## src/rtl/apb3_pkg.sv

```systemverilog
// Shared types for the APB3 requester.
//   req_state_e : requester FSM state encoding (IDLE/SETUP/ACCESS/RESP)
//   rsp_t       : registered response payload {rdata, error, timeout}
package apb3_pkg;

  // Response data width; the requester's DataWidth parameter is expected to match.
  localparam int unsigned RSP_DATA_W = 32;

  typedef enum logic [1:0] {
    ST_IDLE   = 2'd0,
    ST_SETUP  = 2'd1,
    ST_ACCESS = 2'd2,
    ST_RESP   = 2'd3
  } req_state_e;

  typedef struct packed {
    logic [RSP_DATA_W-1:0] rdata;
    logic                  error;
    logic                  timeout;
  } rsp_t;

endpackage

```

## src/rtl/apb3_requester.sv

```systemverilog
// APB3 requester: turns a valid/ready command stream into APB3 SETUP/ACCESS
// transfers and returns read data and status on a valid/ready response stream.
// Ports:
//   clk, rst_n                      clock, async active-low reset
//   req_valid/req_ready             command handshake
//   req_addr/req_write/req_wdata    command payload
//   rsp_valid/rsp_ready             response handshake
//   rsp_rdata/rsp_error/rsp_timeout response payload
//   paddr/pwrite/psel/penable/pwdata APB request signals
//   prdata/pready/pslverr           APB completer signals
module apb3_requester
  import apb3_pkg::*;
#(
  parameter int unsigned AddressWidth  = 8,
  parameter int unsigned DataWidth     = 32,
  parameter int unsigned TimeoutCycles = 16
) (
  input  logic                    clk,
  input  logic                    rst_n,
  input  logic                    req_valid,
  output logic                    req_ready,
  input  logic [AddressWidth-1:0] req_addr,
  input  logic                    req_write,
  input  logic [DataWidth-1:0]    req_wdata,
  output logic                    rsp_valid,
  input  logic                    rsp_ready,
  output logic [DataWidth-1:0]    rsp_rdata,
  output logic                    rsp_error,
  output logic                    rsp_timeout,
  output logic [AddressWidth-1:0] paddr,
  output logic                    pwrite,
  output logic                    psel,
  output logic                    penable,
  output logic [DataWidth-1:0]    pwdata,
  input  logic [DataWidth-1:0]    prdata,
  input  logic                    pready,
  input  logic                    pslverr
);

  // A zero-cycle limit disables the timeout; keep the counter at least 1 bit wide.
  localparam int unsigned CntW      = (TimeoutCycles > 0) ? $clog2(TimeoutCycles + 1) : 1;
  localparam bit          TimeoutEn = (TimeoutCycles != 0);
  localparam logic [CntW-1:0] CntLimit = CntW'(TimeoutCycles);

  req_state_e      state;
  logic [CntW-1:0] tmo_cnt;
  rsp_t            rsp_q;

  logic [CntW-1:0] tmo_cnt_inc_c;
  logic            tmo_hit_c;

  // Count includes the current ACCESS cycle, so abort lands after exactly TimeoutCycles cycles.
  assign tmo_cnt_inc_c = tmo_cnt + CntW'(1);
  assign tmo_hit_c     = TimeoutEn && (tmo_cnt_inc_c == CntLimit);

  assign rsp_rdata   = DataWidth'(rsp_q.rdata);
  assign rsp_error   = rsp_q.error;
  assign rsp_timeout = rsp_q.timeout;

  // Requester FSM with registered outputs and inline timeout counter.
  always_ff @(posedge clk or negedge rst_n) begin
    if (!rst_n) begin
      state     <= ST_IDLE;
      tmo_cnt   <= '0;
      req_ready <= 1'b0;
      rsp_valid <= 1'b0;
      rsp_q     <= '0;
      paddr     <= '0;
      pwrite    <= 1'b0;
      pwdata    <= '0;
      psel      <= 1'b0;
      penable   <= 1'b0;
    end else begin
      case (state)
        ST_IDLE: begin
          req_ready <= 1'b1;
          if (req_valid && req_ready) begin
            paddr     <= req_addr;
            pwrite    <= req_write;
            pwdata    <= req_wdata;
            psel      <= 1'b1;
            penable   <= 1'b0;
            req_ready <= 1'b0;
            tmo_cnt   <= '0;
            state     <= ST_SETUP;
          end
        end

        ST_SETUP: begin
          penable <= 1'b1;
          state   <= ST_ACCESS;
        end

        ST_ACCESS: begin
          // pready beats a timeout landing on the same edge.
          if (pready) begin
            psel      <= 1'b0;
            penable   <= 1'b0;
            rsp_valid <= 1'b1;
            rsp_q     <= '{rdata:   pwrite ? '0 : RSP_DATA_W'(prdata),
                           error:   pslverr,
                           timeout: 1'b0};
            state     <= ST_RESP;
          end else if (tmo_hit_c) begin
            psel      <= 1'b0;
            penable   <= 1'b0;
            rsp_valid <= 1'b1;
            rsp_q     <= '{rdata: '0, error: 1'b1, timeout: 1'b1};
            state     <= ST_RESP;
          end else begin
            tmo_cnt <= tmo_cnt_inc_c;
          end
        end

        ST_RESP: begin
          if (rsp_ready) begin
            rsp_valid <= 1'b0;
            req_ready <= 1'b1;
            state     <= ST_IDLE;
          end
        end

        default: state <= ST_IDLE;
      endcase
    end
  end

endmodule

```

## config.mk

```make
export PLATFORM = sky130hd
export DESIGN_NAME = apb3_requester
export DESIGN_NICKNAME = d
export VERILOG_FILES = /design/src/rtl/apb3_pkg.sv /design/src/rtl/apb3_requester.sv
export SDC_FILE = /design/constraint.sdc
export NUM_CORES = 1
export LEC_CHECK = 0
export ABC_AREA = 1
export BUFFER_PORTS_ARGS = -buffer_cell sky130_fd_sc_hd__buf_2
export CAP_MARGIN = 20
export CORE_MARGIN = 2
export CORE_UTILIZATION = 35
export DETAILED_ROUTE_END_ITERATION = 10
export GPL_ROUTABILITY_DRIVEN = 0
export PLACE_DENSITY_LB_ADDON = 0.15
export SLEW_MARGIN = 15
export SYNTH_ARGS = -nofsm -noshare
export SYNTH_HDL_FRONTEND = slang
export SYNTH_SLANG_ARGS = --single-unit
```

## constraint.sdc

```tcl
create_clock -name clk -period 1.8 [get_ports clk]
set_input_delay 0.36 -clock clk [delete_from_list [all_inputs] [get_ports clk]]
set_output_delay 0.36 -clock clk [all_outputs]
set_load 0.01 [all_outputs]
```

### Word-level counts from Yosys, hierarchy flattened

Cells that the tools add are included.
W data, S select, Z words.

| storage, ports and cells | value |
|---|---|
| bits of input ports | 79 |
| word-level logic and storage cells | 62 |
| bits in registers | 86 |

| cells by class | value |
|---|---|
| add/sub/neg operators | 1 |
| multiplexer cells | 25 |
| reduce and logical (&&, ||, !) cells | 15 |
| equal/unequal tests | 9 |

Operators with widths:

| kind | count |
|---|---|
| $mux W34 | 2 |
| $mux W32 | 1 |
| $mux W5 | 3 |
| $reduce_and A3 Y1 | 4 |
| $pmux W5 S2 | 1 |
| $mux W1 | 9 |
| $mux W2 | 4 |
| $ne A2 B2 Y1 const B | 4 |
| $pmux W2 S4 | 1 |
| $reduce_bool A2 Y1 | 4 |
| $pmux W1 S2 | 3 |
| $reduce_and A2 Y1 | 3 |
| $add A5 B1 Y5 const B | 1 |
| $eq A5 B5 Y1 const B | 1 |
| $eq A2 B2 Y1 const B | 2 |
| $reduce_and A4 Y1 | 1 |
| $ne A3 B3 Y1 const B | 1 |
| $pmux W1 S3 | 1 |
| $reduce_bool A3 Y1 | 1 |
| $eq A2 B1 Y1 const B | 1 |
| $logic_not A2 Y1 | 1 |
| $logic_and A1 B1 Y1 | 1 |

### Logic depth before layout (Yosys ltp)

Gate-level depths: netlist of run 1.

| logic depth | value |
|---|---|
| depth after elaboration | 5 |
| gate-level depth with buffers | 9 |

### Worst setup path after synthesis of run 1

OpenSTA, ideal clock, no wires.

| timing path | value |
|---|---|
| kind | reg2reg |
| start | register state[0] |
| end | register tmo_cnt[2] |
| period minus slack after synthesis | 1.491 ns |
| path buffers | 0 |
| arrival time | 1.374 ns |
| setup slack | 0.309 ns |
| stages on the path, launching flop included | 10 |
| required time | 1.683 ns |
| cell sequence | dfrtp_1 > inv_1 > ha_1 > inv_1 > nor2_4 > inv_2 > o21ai_4 > nand3_2 > nand2_1 > nand2_1 |

| between the ends | value |
|---|---|
| cells in the longest elaborated chain, start to end | 3 |
| elaborated cells between the ends (all ways) | 8 |
| classes of those cells | eq/ne (4); mux (1); reduce/logical (3) |

Ends and longest elaborated chain:

| item | line | text |
|---|---|---|
| start, declared | apb3_requester.sv:45 | `req_state_e state;` |
| start signal, assigned | apb3_requester.sv:63 | `state <= ST_IDLE;` |
| start signal, assigned | apb3_requester.sv:85 | `state <= ST_SETUP;` |
| start signal, assigned | apb3_requester.sv:91 | `state <= ST_ACCESS;` |
| $eq A2 B2 Y1 or $logic_not A2 Y1 (tied branches) | apb3_requester.sv:74 | `case (state)` |
| $ne A2 B2 Y1 (no line) or $reduce_bool A2 Y1 (tied branches) | - |  |
| $reduce_and A4 Y1 (no line) | - |  |
| end signal, assigned | apb3_requester.sv:111 | `tmo_cnt <= tmo_cnt_inc_c;` |
| end, declared | apb3_requester.sv:46 | `logic [CntW-1:0] tmo_cnt;` |

Several ways; a longest one is shown, not always the timed one.
A chain may end at the register's enable or synchronous reset.

### Worst setup path in the final report of run 1

| timing path | value |
|---|---|
| start | register state[0] |
| end | register tmo_cnt[0] |

The elaborated chain is that of the path after synthesis.

==> flow_summary_export.csv, run 1 <==
group,metric,value,unit
outcome,status,"completed",
pwr,clockPowerShare,0.157,
timing,setup_violations,0,
worst_setup_path,path_class,"reg -> reg",
pwr,power.switching,3.036,mW
cts,clkTransAtPathRegs,0.08,ns
synthesis,synthesis.area,0.003566,sq mm
worst_setup_path,crit_family,"flip-flops",
floorplan,die_y,104.9,microns
finish,diodes,0,
grt,grt_max_degree,87,
pwr,power_density,1636,mW/mm^2
synthesis,yosysWarnings,0,
synthesis,synth_area_leaders,"dfrtp_1 (60%), nand2_1 (24%), nand3_1 (5.5%), ha_1 (1.8%), inv_1 (1.4%)",
drt,dr.pass1.iters,5,
hold_path,hold_class,"in -> async",
grt,grt-ovfl-total,0,
synthesis,syn-num-nets,499,
synthesis,yosys.area.top_type,"dfrtp_1",
worst_setup_path,endpoint_kind,"flip-flop",
cts,tritoncts,"built",
floorplan,fp-row-count,36,
cts,cts-root-buf,"clkbuf_8",
pwr,intPower,4.687,mW
drt,drt_iter0_drc,89,
worst_setup_path,cpPeakStageDelay,0.42,ns
finish,drive_gt1_frac,0.3235,
worst_setup_path,path_buf_inv,3,
cts,clk_latency,0.35,ns
finish,utilization,0.4806,
synthesis,ys_seq_elements,86,
worst_setup_path,critPathSlowestCell,"dfrtp_1",
synthesis,syn_area_per_cell,8.593,sq um
timing,rsz0062_at_grt,"false",
drt,post-route-drc-count,0,
timing,relSlewSlack,0.6775,
cts,cts_buffers,9,
finish,areaGrowthSynthToFinish,32.35,%
place,port_buffers,157,
pwr,seq_power_share,0.428,
finish,fill_cells,1031,
timing,tightestPinTransition,0.4837,ns
place,placed_cell_area,0.004538,sq mm
cts,post-cts-setup-buffer-count,0,
drt,wl_per_cell,12.48,microns
synthesis,synth_seq_area_share,0.6035,
floorplan,io_pins,158,
grt,grt_pass1_wl,14680,microns
job,drv_cap,0,
drt,postRouteAntennaNets,0,
timing,max_freq,617.0,MHz
floorplan,die_area,0.01101,sq mm
worst_setup_path,worstPathCellList,"inv_1 > ha_1 > inv_1 > nor2_4 > inv_2 > o21ai_4 > nand3_2 > nand2_1 > nand2_1",
timing,finalCritPeriodShare,0.9004,
pwr,ir_drop,0.8030,mV
pwr,power.share.switching,0.3931,
worst_setup_path,crit_arrival,1.86,ns
synthesis,yosysUniqueCellTypes,18,
pwr,power_frac_comb,0.416,
finish,nNetsFinal,658,
grt,grtUsageTotal,0.1668,
cts,cts_sinks,86,
drt,num_vias,3150,
synthesis,synth_top_area_share,0.6035,
synthesis,syn_inst,415,
drt,via_per_inst,4.430,
grt,grt_pass1_vias,3153,
worst_setup_path,reg2reg_slack,0.18,ns
timing,setup_tns,0,ns
worst_setup_path,cp-start-kind,"flip-flop",
grt,antenna_found_initial,0,
cts,htree_num_levels,3,
timing,hold_viol_final,0,
pwr,p_leak,2.791,nW
timing,finalClockSkew,0.006107,ns
cts,cts.path.max_buffers,2,
timing,maxSlewViolCount,0,
floorplan,coreArea,0.009819,sq mm
timing,min_period,1.621,ns
worst_setup_path,required,2.03,ns
floorplan,die_w,104.9,microns
place,dp.final_hpwl,6396,microns
floorplan,start_util,0.3631,
worst_setup_path,path_max_fanout,8,
finish,fin_area,0.004720,sq mm
drt,wl,8872,microns
[power by group through the flow]
stage	Clock, mW	Sequential, mW	Combinational [mW]
global route	1.34	3.41	3.65
floorplan	0	3.73	1.42
detailed placement	0	3.34	3.26
CTS	1.26	3.31	3.26
global placement	0	3.33	3.19
finish	1.21	3.30	3.21
[repair_timing]
| action | in CTS | in global routing |
|---|---|---|
| setup endpoints to repair | 0 | 38 |
| resized for setup | 0 | 3 |
| hold buffers | 0 | 0 |
[state kept, by name, indices dropped and copies added (netlist names)]
register,cells
paddr,8
pwdata,32
rsp_valid,1
penable,1
pwrite,1
state,2
rsp_timeout,1
rsp_rdata,32
tmo_cnt,5
psel,1
rsp_error,1
req_ready,1
[metal layers]
metal	vias up	global-route usage	wire (microns)
li1	1608	-	-
met1	1463	0.2024	3804
met2	67	0.2829	4470
met3	12	0.04928	470
met4	0	0.05619	126
met5	-	0	0
[cell type report]
cell class | count | area (sq um) | area share
sequential | 86 | 2152 | 0.4560
multi-input combinational | 296 | 1280 | 0.2712
timing repair buffer | 167 | 900.9 | 0.1909
tap | 133 | 166.4 | 0.03526
clock buffer | 14 | 162.7 | 0.03446
inverter | 14 | 52.55 | 0.01113
clock inverter | 1 | 5.005 | 0.001060
[placed cells by master, fill, tap and decap left out, types with 3 or more instances in the layout]
| master | n |
|---|---|
| nand3_1 | 39 |
| buf_12 | 3 |
| nand4_1 | 7 |
| dfrtp_1 | 86 |
| a21oi_1 | 3 |
| buf_4 | 8 |
| clkbuf_8 | 11 |
| buf_2 | 156 |
| o21ai_0 | 3 |
| clkbuf_1 | 3 |
| inv_1 | 13 |
| nor2_1 | 9 |
| nand2_1 | 224 |
| ha_1 | 4 |
[cells in the mapped netlist, drive strengths merged]
| cell | count |
|---|---|
| nor2 | 11 |
| dfrtp | 86 |
| nand4 | 8 |
| buf | 13 |
| ha | 5 |
| nand3 | 40 |
| nand2 | 225 |
| inv | 14 |
| o21ai | 4 |
| a21oi | 3 |
| clkbuf | 6 |
[metrics by stage]
stage	hold slack (ns)	power [mW]	setup WS (ns)	cells
finish	0.01171	7.723	0.1793	711
global route	0.06645	8.403	0.009155	711
CTS	0.04975	7.835	0.1038	711
detailed placement	0.4390	6.602	0.1201	696
global placement	0.4352	6.518	0.1536	696
floorplan	0.06441	5.146	0.3089	415
[logic make-up (layout without fill, tap and decap cells)]
| logic type | count (synthesis) | in the layout | share of synthesized area |
|---|---|---|---|
| compound gates | 7 | 7 | 0.01298 |
| flops | 86 | 86 | 0.6035 |
| buf+inv | 33 | 196 | 0.04210 |
| simple gates | 284 | 284 | 0.3239 |
| fa+ha+maj | 5 | 5 | 0.01754 |
[path summary, 6_finish.rpt]
| path | startpoint | to | cells past startpoint |
|---|---|---|---|
| max in group asynchronous | rst_n | rsp_rdata[26] | 2 |
| hold reg to reg | paddr[3] | paddr[3] | 2 |
| setup reg to reg | state[0] | tmo_cnt[0] | 9 |
| min in group clk | req_wdata[30] | pwdata[30] | 3 |
| setup / recovery | state[0] | tmo_cnt[0] | 9 |
| hold / removal | rst_n | pwdata[18] | 2 |
Power figures use the tool's default switching activity.
==> run 2, diff against run 1 <==
- RECOVER_POWER: default -> 25
==> run 2 against run 1 <==
Effect of this change: first-iteration DRC count increased by 9.0%; hold slack improved by 0.20 ns; sequential share of layout area rose by 0.12 points; global-route usage is the same; sequential power about the same; utilization decreased by 0.13 points; power is essentially flat; critical endpoint unchanged; largest cell class unchanged; largest power group unchanged.
==> flow_summary_export.csv, run 2 (same netlist as run 1, synthesis figures left out) <==
group,metric,value,unit
finish,layout_common_cells,"nand2_1 (224), buf_2 (156), dfrtp_1 (86)",
worst_setup_path,crit_arrival,1.86,ns
place,dp.final_hpwl,6396,microns
drt,postRouteAntennaNets,0,
worst_setup_path,path_buf_inv,3,
finish,utilization,0.4794,
floorplan,die_area,0.01101,sq mm
worst_setup_path,cp-start-kind,"flip-flop",
grt,grtUsageTotal,0.1668,
worst_setup_path,crit_family,"flip-flops",
finish,fill_cells,1031,
pwr,power.switching,3.035,mW
worst_setup_path,path_class,"reg -> reg",
finish,nNetsFinal,658,
floorplan,die_w,104.9,microns
worst_setup_path,critPathSlowestCell,"dfrtp_1",
timing,rsz0062_at_grt,"false",
cts,cts_sinks,86,
pwr,seq_power_share,0.428,
timing,hold_viol_final,0,
drt,wl_per_cell,12.48,microns
pwr,power.share.switching,0.3932,
grt,grt_pass1_vias,3153,
grt,grt_use_met2,0.2829,
grt,grt-ovfl-total,0,
worst_setup_path,cpPeakStageDelay,0.42,ns
place,port_buffers,157,
cts,clkTransAtPathRegs,0.08,ns
drt,drt_iter0_drc,97,
timing,setup_tns,0,ns
pwr,ir_drop,0.8030,mV
worst_setup_path,required,2.03,ns
worst_setup_path,reg2reg_slack,0.18,ns
timing,relSlewSlack,0.2188,
drt,num_vias,3151,
cts,cts_buffers,9,
cts,post-cts-setup-buffer-count,0,
timing,maxSlewViolCount,0,
drt,wl,8874,microns
timing,finalClockSkew,0.006107,ns
worst_setup_path,reg2reg_from,"state[0]",
worst_setup_path,worstPathCellList,"inv_1 > ha_1 > inv_1 > nor2_4 > inv_2 > o21ai_4 > nand3_2 > nand2_1 > nand2_1",
drt,post-route-drc-count,0,
pwr,power_frac_comb,0.415,
place,placed_cell_area,0.004538,sq mm
drt,dr.pass1.iters,5,
pwr,total_power,7.719,mW
timing,max_freq,617.0,MHz
timing,tightestPinTransition,1.172,ns
hold_path,hold_class,"in -> reg",
finish,areaGrowthSynthToFinish,32.00,%
cts,clk_latency,0.35,ns
hold_path,whs_path_depth,3,
drt,via_per_inst,4.432,
pwr,p_leak,2.786,nW
hold_path,hold_start,"req_wdata[30]",
pwr,power_density,1640,mW/mm^2
worst_setup_path,rr_worst_depth,9,
outcome,status,"completed",
grt,use_met1,0.2024,
worst_setup_path,endpoint_kind,"flip-flop",
worst_setup_path,reg2reg_to,"tmo_cnt[0]",
grt,grt_pass1_wl,14680,microns
floorplan,start_util,0.3631,
pwr,intPower,4.683,mW
cts,cts.path.max_buffers,2,
floorplan,fp-row-count,36,
floorplan,die_y,104.9,microns
grt,grt_max_degree,87,
cts,htree_num_levels,3,
timing,finalCritPeriodShare,0.9004,
finish,diodes,0,
floorplan,coreArea,0.009819,sq mm
cts,tritoncts,"built",
finish,fin_area,0.004707,sq mm
floorplan,io_pins,158,
hold_path,hold_end,"pwdata[30]",
finish,layout_commonest_cell,"nand2_1",
timing,min_period,1.621,ns
pwr,clockPowerShare,0.157,
cts,cts-root-buf,"clkbuf_8",
grt,grt.busiest_layer,"met2",
worst_setup_path,path_max_fanout,8,
timing,setup_violations,0,
finish,drive_gt1_frac,0.3235,
grt,antenna_found_initial,0,
grt,grtUsageMet3,0.04928,
job,drv_cap,0,
-- run 2: cell types whose count changed in the layout (fill, tap and decap cells not counted) --
cell / before / now
clkbuf_4: 0 / 2
buf_12: 3 / 2
buf_4: 8 / 7
-- run 2: final cells by class --
type	instances	area (sq um)	area share
flip-flops and latches	86	2152	0.4572
inverters	14	52.55	0.01116
multi-input cells	296	1280	0.2719
well taps	133	166.4	0.03535
clock inverters	1	5.005	0.001063
repair buffers	167	888.4	0.1887
clock buffers	14	162.7	0.03456
-- run 2: worst min-delay path, cell delays in order --
cell	delay (ns)
buf_2	0.07
nand2_1	0.04
nand2_1	0.05
-- run 2: how the worst max path moves through the flow --
| stage | start | end | cells after the start |
|---|---|---|---|
| 6_report | state[0] | tmo_cnt[0] | 9 |
| 5_1_grt | state[0] | tmo_cnt[2] | 9 |
| 4_1_cts | tmo_cnt[1] | rsp_rdata[0] | 8 |
| 3_5_place_dp | tmo_cnt[1] | rsp_rdata[0] | 8 |
| 3_3_place_gp | tmo_cnt[1] | rsp_rdata[3] | 8 |
| 2_1_floorplan | state[0] | tmo_cnt[2] | 9 |
-- run 2: timing repair --
| item | CTS | global route |
|---|---|---|
| resized for setup | 0 | 3 |
| setup endpoints to repair | 0 | 38 |
| hold buffers | 0 | 0 |
-- run 2: metrics by stage --
step / std cells / setup WS [ns] / hold slack [ns]
after CTS: 711 / 0.1038 / 0.04975
final: 711 / 0.1793 / 0.2088
after floorplan: 415 / 0.3089 / 0.06441
after detailed placement: 696 / 0.1201 / 0.4390
after global placement: 696 / 0.1536 / 0.4352
after global routing: 711 / 0.009155 / 0.1951
-- run 2: routing by layer --
metal,up-vias,wire (microns)
li1,1608,-
met1,1464,3807
met2,67,4468
met3,12,470
met4,0,126
met5,-,0
-- run 2: power by group through the flow --
| stage | registers [mW] | clock network (mW) | logic (mW) |
|---|---|---|---|
| final | 3.30 | 1.21 | 3.21 |
| after global routing | 3.41 | 1.34 | 3.64 |
| after CTS | 3.31 | 1.26 | 3.26 |
| after detailed placement | 3.34 | 0 | 3.26 |
| after global placement | 3.33 | 0 | 3.19 |
| after floorplan | 3.73 | 0 | 1.42 |
